[src/rtl/alu_operand_stage.sv]
// ID/EX register with RAW forwarding from EX/MEM and MEM/WB, feeding the execute ALU.
// A held instruction refreshes its operands from the forwarding network while stalled.

module alu_operand_fwd #(
  parameter int XLEN = 32,
  parameter int RA   = 5
) (
  input  logic [RA-1:0]   i_rs,
  input  logic [XLEN-1:0] i_held,
  input  logic [RA-1:0]   i_exm_rd,
  input  logic            i_exm_regwrite,
  input  logic [XLEN-1:0] i_exm_result,
  input  logic [RA-1:0]   i_mwb_rd,
  input  logic            i_mwb_regwrite,
  input  logic [XLEN-1:0] i_mwb_result,
  output logic [XLEN-1:0] o_val
);
  logic w_nz, w_hit_exm, w_hit_mwb;

  assign w_nz      = |i_rs;
  assign w_hit_exm = w_nz & i_exm_regwrite & (i_exm_rd == i_rs);
  assign w_hit_mwb = w_nz & i_mwb_regwrite & (i_mwb_rd == i_rs);

  // The younger producer (EX/MEM) takes precedence.
  always_comb begin
    o_val = i_held;
    if (w_hit_exm)      o_val = i_exm_result;
    else if (w_hit_mwb) o_val = i_mwb_result;
  end
endmodule

module alu_operand_stage #(
  parameter int XLEN = 32,
  parameter int RA   = 5
) (
  input  logic            clk,
  input  logic            reset,
  input  logic            in_valid,
  output logic            in_ready,
  input  logic [RA-1:0]   rs1_in,
  input  logic [RA-1:0]   rs2_in,
  input  logic [RA-1:0]   rd_in,
  input  logic [XLEN-1:0] rd1_in,
  input  logic [XLEN-1:0] rd2_in,
  input  logic [XLEN-1:0] immext_in,
  input  logic            alusrc_in,
  input  logic [2:0]      alucontrol_in,
  input  logic            regwrite_in,
  input  logic            flush,
  input  logic [RA-1:0]   exm_rd,
  input  logic            exm_regwrite,
  input  logic [XLEN-1:0] exm_result,
  input  logic [RA-1:0]   mwb_rd,
  input  logic            mwb_regwrite,
  input  logic [XLEN-1:0] mwb_result,
  output logic            out_valid,
  input  logic            out_ready,
  output logic [XLEN-1:0] srca,
  output logic [XLEN-1:0] srcb,
  output logic [2:0]      alucontrol,
  output logic [RA-1:0]   rd_out,
  output logic            regwrite_out,
  output logic [XLEN-1:0] writedata
);
  localparam int NSRC = 2;

  typedef struct packed {
    logic [RA-1:0]   rs1;
    logic [RA-1:0]   rs2;
    logic [RA-1:0]   rd;
    logic [XLEN-1:0] rd1;
    logic [XLEN-1:0] rd2;
    logic [XLEN-1:0] imm;
    logic            alusrc;
    logic [2:0]      aluctl;
    logic            regwrite;
  } id_ex_t;

  id_ex_t r_q;
  logic   r_valid;
  id_ex_t w_in;
  logic   w_capture, w_consume, w_stall;

  logic [NSRC-1:0][RA-1:0]   w_rs;
  logic [NSRC-1:0][XLEN-1:0] w_held;
  logic [NSRC-1:0][XLEN-1:0] w_fwd;

  assign w_in = '{rs1: rs1_in, rs2: rs2_in, rd: rd_in, rd1: rd1_in, rd2: rd2_in,
                  imm: immext_in, alusrc: alusrc_in, aluctl: alucontrol_in,
                  regwrite: regwrite_in};

  assign in_ready  = ~r_valid | out_ready;
  assign w_capture = in_valid & in_ready & ~flush;
  assign w_consume = r_valid & out_ready;
  assign w_stall   = r_valid & ~out_ready & ~flush;

  assign w_rs   = {r_q.rs2, r_q.rs1};
  assign w_held = {r_q.rd2, r_q.rd1};

  for (genvar g = 0; g < NSRC; g++) begin : g_fwd
    alu_operand_fwd #(.XLEN(XLEN), .RA(RA)) u_fwd (
      .i_rs           (w_rs[g]),
      .i_held         (w_held[g]),
      .i_exm_rd       (exm_rd),
      .i_exm_regwrite (exm_regwrite),
      .i_exm_result   (exm_result),
      .i_mwb_rd       (mwb_rd),
      .i_mwb_regwrite (mwb_regwrite),
      .i_mwb_result   (mwb_result),
      .o_val          (w_fwd[g])
    );
  end

  // Stalled operands are re-latched from the forwarding network so that a
  // value survives its producer leaving EX/MEM or MEM/WB.
  always_ff @(posedge clk or negedge reset) begin
    if (!reset) begin
      r_q     <= '0;
      r_valid <= 1'b0;
    end else if (flush) begin
      r_valid <= 1'b0;
    end else if (w_capture) begin
      r_q     <= w_in;
      r_valid <= 1'b1;
    end else if (w_consume) begin
      r_valid <= 1'b0;
    end else if (w_stall) begin
      r_q.rd1 <= w_fwd[0];
      r_q.rd2 <= w_fwd[1];
    end
  end

  assign out_valid    = r_valid;
  assign srca         = w_fwd[0];
  assign writedata    = w_fwd[1];
  assign srcb         = r_q.alusrc ? r_q.imm : w_fwd[1];
  assign alucontrol   = r_q.aluctl;
  assign rd_out       = r_q.rd;
  assign regwrite_out = r_q.regwrite & r_valid;
endmodule

[config.mk]
export PLATFORM = sky130hd
export DESIGN_NAME = alu_operand_stage
export DESIGN_NICKNAME = d
export VERILOG_FILES = /design/src/rtl/alu_operand_stage.sv
export SDC_FILE = /design/constraint.sdc
export NUM_CORES = 1
export LEC_CHECK = 0
export ABC_CLOCK_PERIOD_IN_PS = 2720
export CORE_ASPECT_RATIO = 1.1
export CORE_UTILIZATION = 45
export CTS_CLUSTER_SIZE = 12
export DETAILED_ROUTE_END_ITERATION = 6
export PLACE_DENSITY = 0.82
export SLEW_MARGIN = 20
export SYNTH_ARGS = -nofsm -noshare
export SYNTH_HDL_FRONTEND = slang
export SYNTH_SLANG_ARGS = --single-unit
[constraint.sdc]
create_clock -name clk -period 2.72 [get_ports clk]
set_input_delay 0.544 -clock clk [delete_from_list [all_inputs] [get_ports clk]]
set_output_delay 0.544 -clock clk [all_outputs]
set_load 0.005 [all_outputs]
==> flow_summary.ini <==
[die]
die_h_um = 141
core-area_sq_um = 17100
rows = 50
die-area_sq_um = 18000
die_w_um = 128
ios = 304
initial_core_util_pct = 46.1

[setup_path]
ff2ff_setup_slack_ps = -430
r2r_start = r_q[110]
path_class = flip-flop to primary output
critPathMaxFanout = 10
r2r_cells = 9
cpPeakStageDelay_ps = 750
startpoint = r_q[110]
path_cells = nor4_2 > buf_4 > o21ai_4 > buf_12 > a31oi_1 > o31ai_4 > buf_6 > o21ai_1 > clkbuf_2
end_kind = primary output
crit_required_ps = 2180
crit_arrival_ps = 3530
cp-start-kind = flip-flop
r2r-end = r_q[52]
crit_slowest_cell = nor4_2

[layout]
design_area_sq_um = 15500
area_delta_synth_final_pct = 96.3
final_core_util_pct = 90.5
fin_cells = 1610
fillCellCount = 636
drive_above_1_share_pct = 44.5
num-nets-final = 1557

[sta]
relSlewSlack_pct = 45.8
drv_slew = 0
clock.fmax_mhz = 246
timing.hold.ws_ps = 160
fin_ws_ps = -1350
min_period_over_period_pct = 150
skew_ps = 22.0
totalNegativeSetupSlack_ps = -92700
hold_violations = 0
setup_viol = 127
rsz0062_at_grt = yes
post-route-min-period_ps = 4070
tightestPinTransition_ps = 807

[global_route]
grt_overflow_total = 0
grt_max_degree = 65
antenna_found_initial = 5
grt_pass1_wl_um = 58900
track_usage_pct = 43.1
grt_pass1_vias = 10400

[logic_synthesis]
syn-num-nets = 1083
synth_cells = 886
ys_ff_latch = 117
ys_seq_area_share_pct = 37.2
avgSynthCellArea_sq_um = 8.89
synth_edf_count = 0
synth_flop_cell = dfrtp_1
yosys_warnings = 0
synth_cell_types = 37
synth-async-reset-ratio_pct = 100
netlist_area_sq_um = 7880

[placement]
dp_hpwl_um = 22100
dp_cells = 1436
io_buffers = 303
place_congestion = 0.881
dpl_cell_area_sq_um = 11900

[pwr]
peakVddDrop_uv = 586
p_leak_nw = 6.44
power.density_nw_per_um2 = 607

[run_status]
violations = DRC, setup timing
outcome = finished, violations left

[job]
maxCapViolCount = 0

[cts]
clock-root-buffer = clkbuf_16
insertion_delay_ps = 440
clock-sinks = 117
path_clk_slew_ps = 60
numCtsBuffers = 17
clk_path_buf_depth = 2
htreeDepth = 4
cts_tree = done

[drt]
totalWireLength_um = 53100
vias = 11800
wl_per_cell_um = 33.0
drt_iter0_drc = 2376
vias_per_cell = 7.30
drcViolationCount = 20
drt_pass1_iterations = 7
final_antenna_net_count = 0

[worst_hold_path]
hold_class = input pin to async pin
-- cell type report --
| class | count | area, sq um | area share [%] |
|---|---|---|---|
| Antenna cell | 3 | 7.51 | 0.0486 |
| Clock buffer | 18 | 429 | 2.78 |
| Clock inverter | 14 | 178 | 1.15 |
| Inverter | 60 | 235 | 1.52 |
| Multi-Input combinational cell | 614 | 5790 | 37.5 |
| Sequential cell | 117 | 2930 | 19.0 |
| Tap cell | 234 | 293 | 1.89 |
| Timing Repair Buffer | 550 | 5590 | 36.2 |
-- power breakdown --
group          internal (mW)  switching [mW]  leakage [nW]
clock network           1.45           0.978         0.295
logic                   2.32            2.27          4.91
registers               2.02           0.339          1.23
total                   5.79            3.59          6.44
-- repair_timing --
item / in CTS / in global routing
gates cloned: 15 / 8
endpoints found under the hold margin: 0 / 0
setup buffers: 58 / 72
pin swaps: 47 / 92
setup endpoints to repair: 96 / 96
resized for setup: 443 / 256
hold buffers: 0 / 0
-- critical path, delay by kind of cell, from the launching register on --
kind	cells	cell delay, ps
and+or+nand+nor	1	750
buffers and inverters	4	840
AOI/OAI and AO/OA	4	1000
DFF	1	480
-- worst max path at each step --
stage / slack (ps) / end
after global placement: -790 / srcb[31]
after global routing: -1270 / srcb[14]
after CTS: -550 / srca[13]
after floorplan: 260 / srcb[23]
final: -1350 / srcb[15]
after detailed placement: -820 / srcb[31]
-- cells in the mapped netlist, types with 12 or more instances --
cell type / n / area share, %
o31ai_1: 51 / 4.9
o22ai_1: 64 / 5.1
a22oi_1: 64 / 6.1
nand2_1: 38 / 1.8
mux2_2: 51 / 7.3
nand3b_1: 25 / 2.4
a221oi_1: 32 / 3.6
and4_1: 25 / 2.8
buf_4: 12 / 1.1
dfrtp_1: 117 / 37
nor2_1: 82 / 3.9
o21ai_1: 46 / 2.9
clkbuf_1: 61 / 2.9
and3_1: 33 / 2.6
o31ai_2: 20 / 3.2
a31oi_1: 32 / 2.5
inv_1: 60 / 2.9
buf_2: 16 / 1.0
-- stage by stage --
stage / setup WS (ps) / power, mW
floorplan: 257 / 3.57
global placement: -790 / 5.21
detailed placement: -822 / 5.28
CTS: -549 / 8.13
global route: -1270 / 9.54
finish: -1350 / 9.38
-- cells in the final DEF (no fill, tap or decap), types with 21 or more instances in the layout --
master,instances
nor2_1,68
o31ai_1,44
nand2_1,36
o22ai_1,64
buf_6,72
inv_1,44
dfrtp_1,112
a221oi_4,32
buf_4,125
clkbuf_16,25
mux2_2,51
o21ai_1,31
nand3b_1,25
a22oi_1,64
clkbuf_2,28
buf_12,35
o31ai_4,21
buf_2,55
and3_1,32
clkdlybuf4s50_1,197
-- cells by family after synthesis --
group / synth area share [%]
AOI/OAI and AO/OA: 29.9
xor gates and xnor gates: 1.99
buffers and inverters: 8.50
DFF: 37.2
muxes: 7.29
and+or+nand+nor: 15.2
-- state kept, by name, summed over array words and instances, names as in the netlist --
name / count
alucontrol: 3
rd_out: 5
r_q: 108
out_valid: 1
-- metal layers --
layer / up-vias / track usage [%] / wire, um
li1: 4307 / - / -
met4: 6 / 30.5 / 6260
met2: 1391 / 68.3 / 21600
met3: 601 / 11.8 / 8750
met1: 5452 / 50.5 / 16500
met5: - / 0 / 51
(Power assumes the default switching activity.)
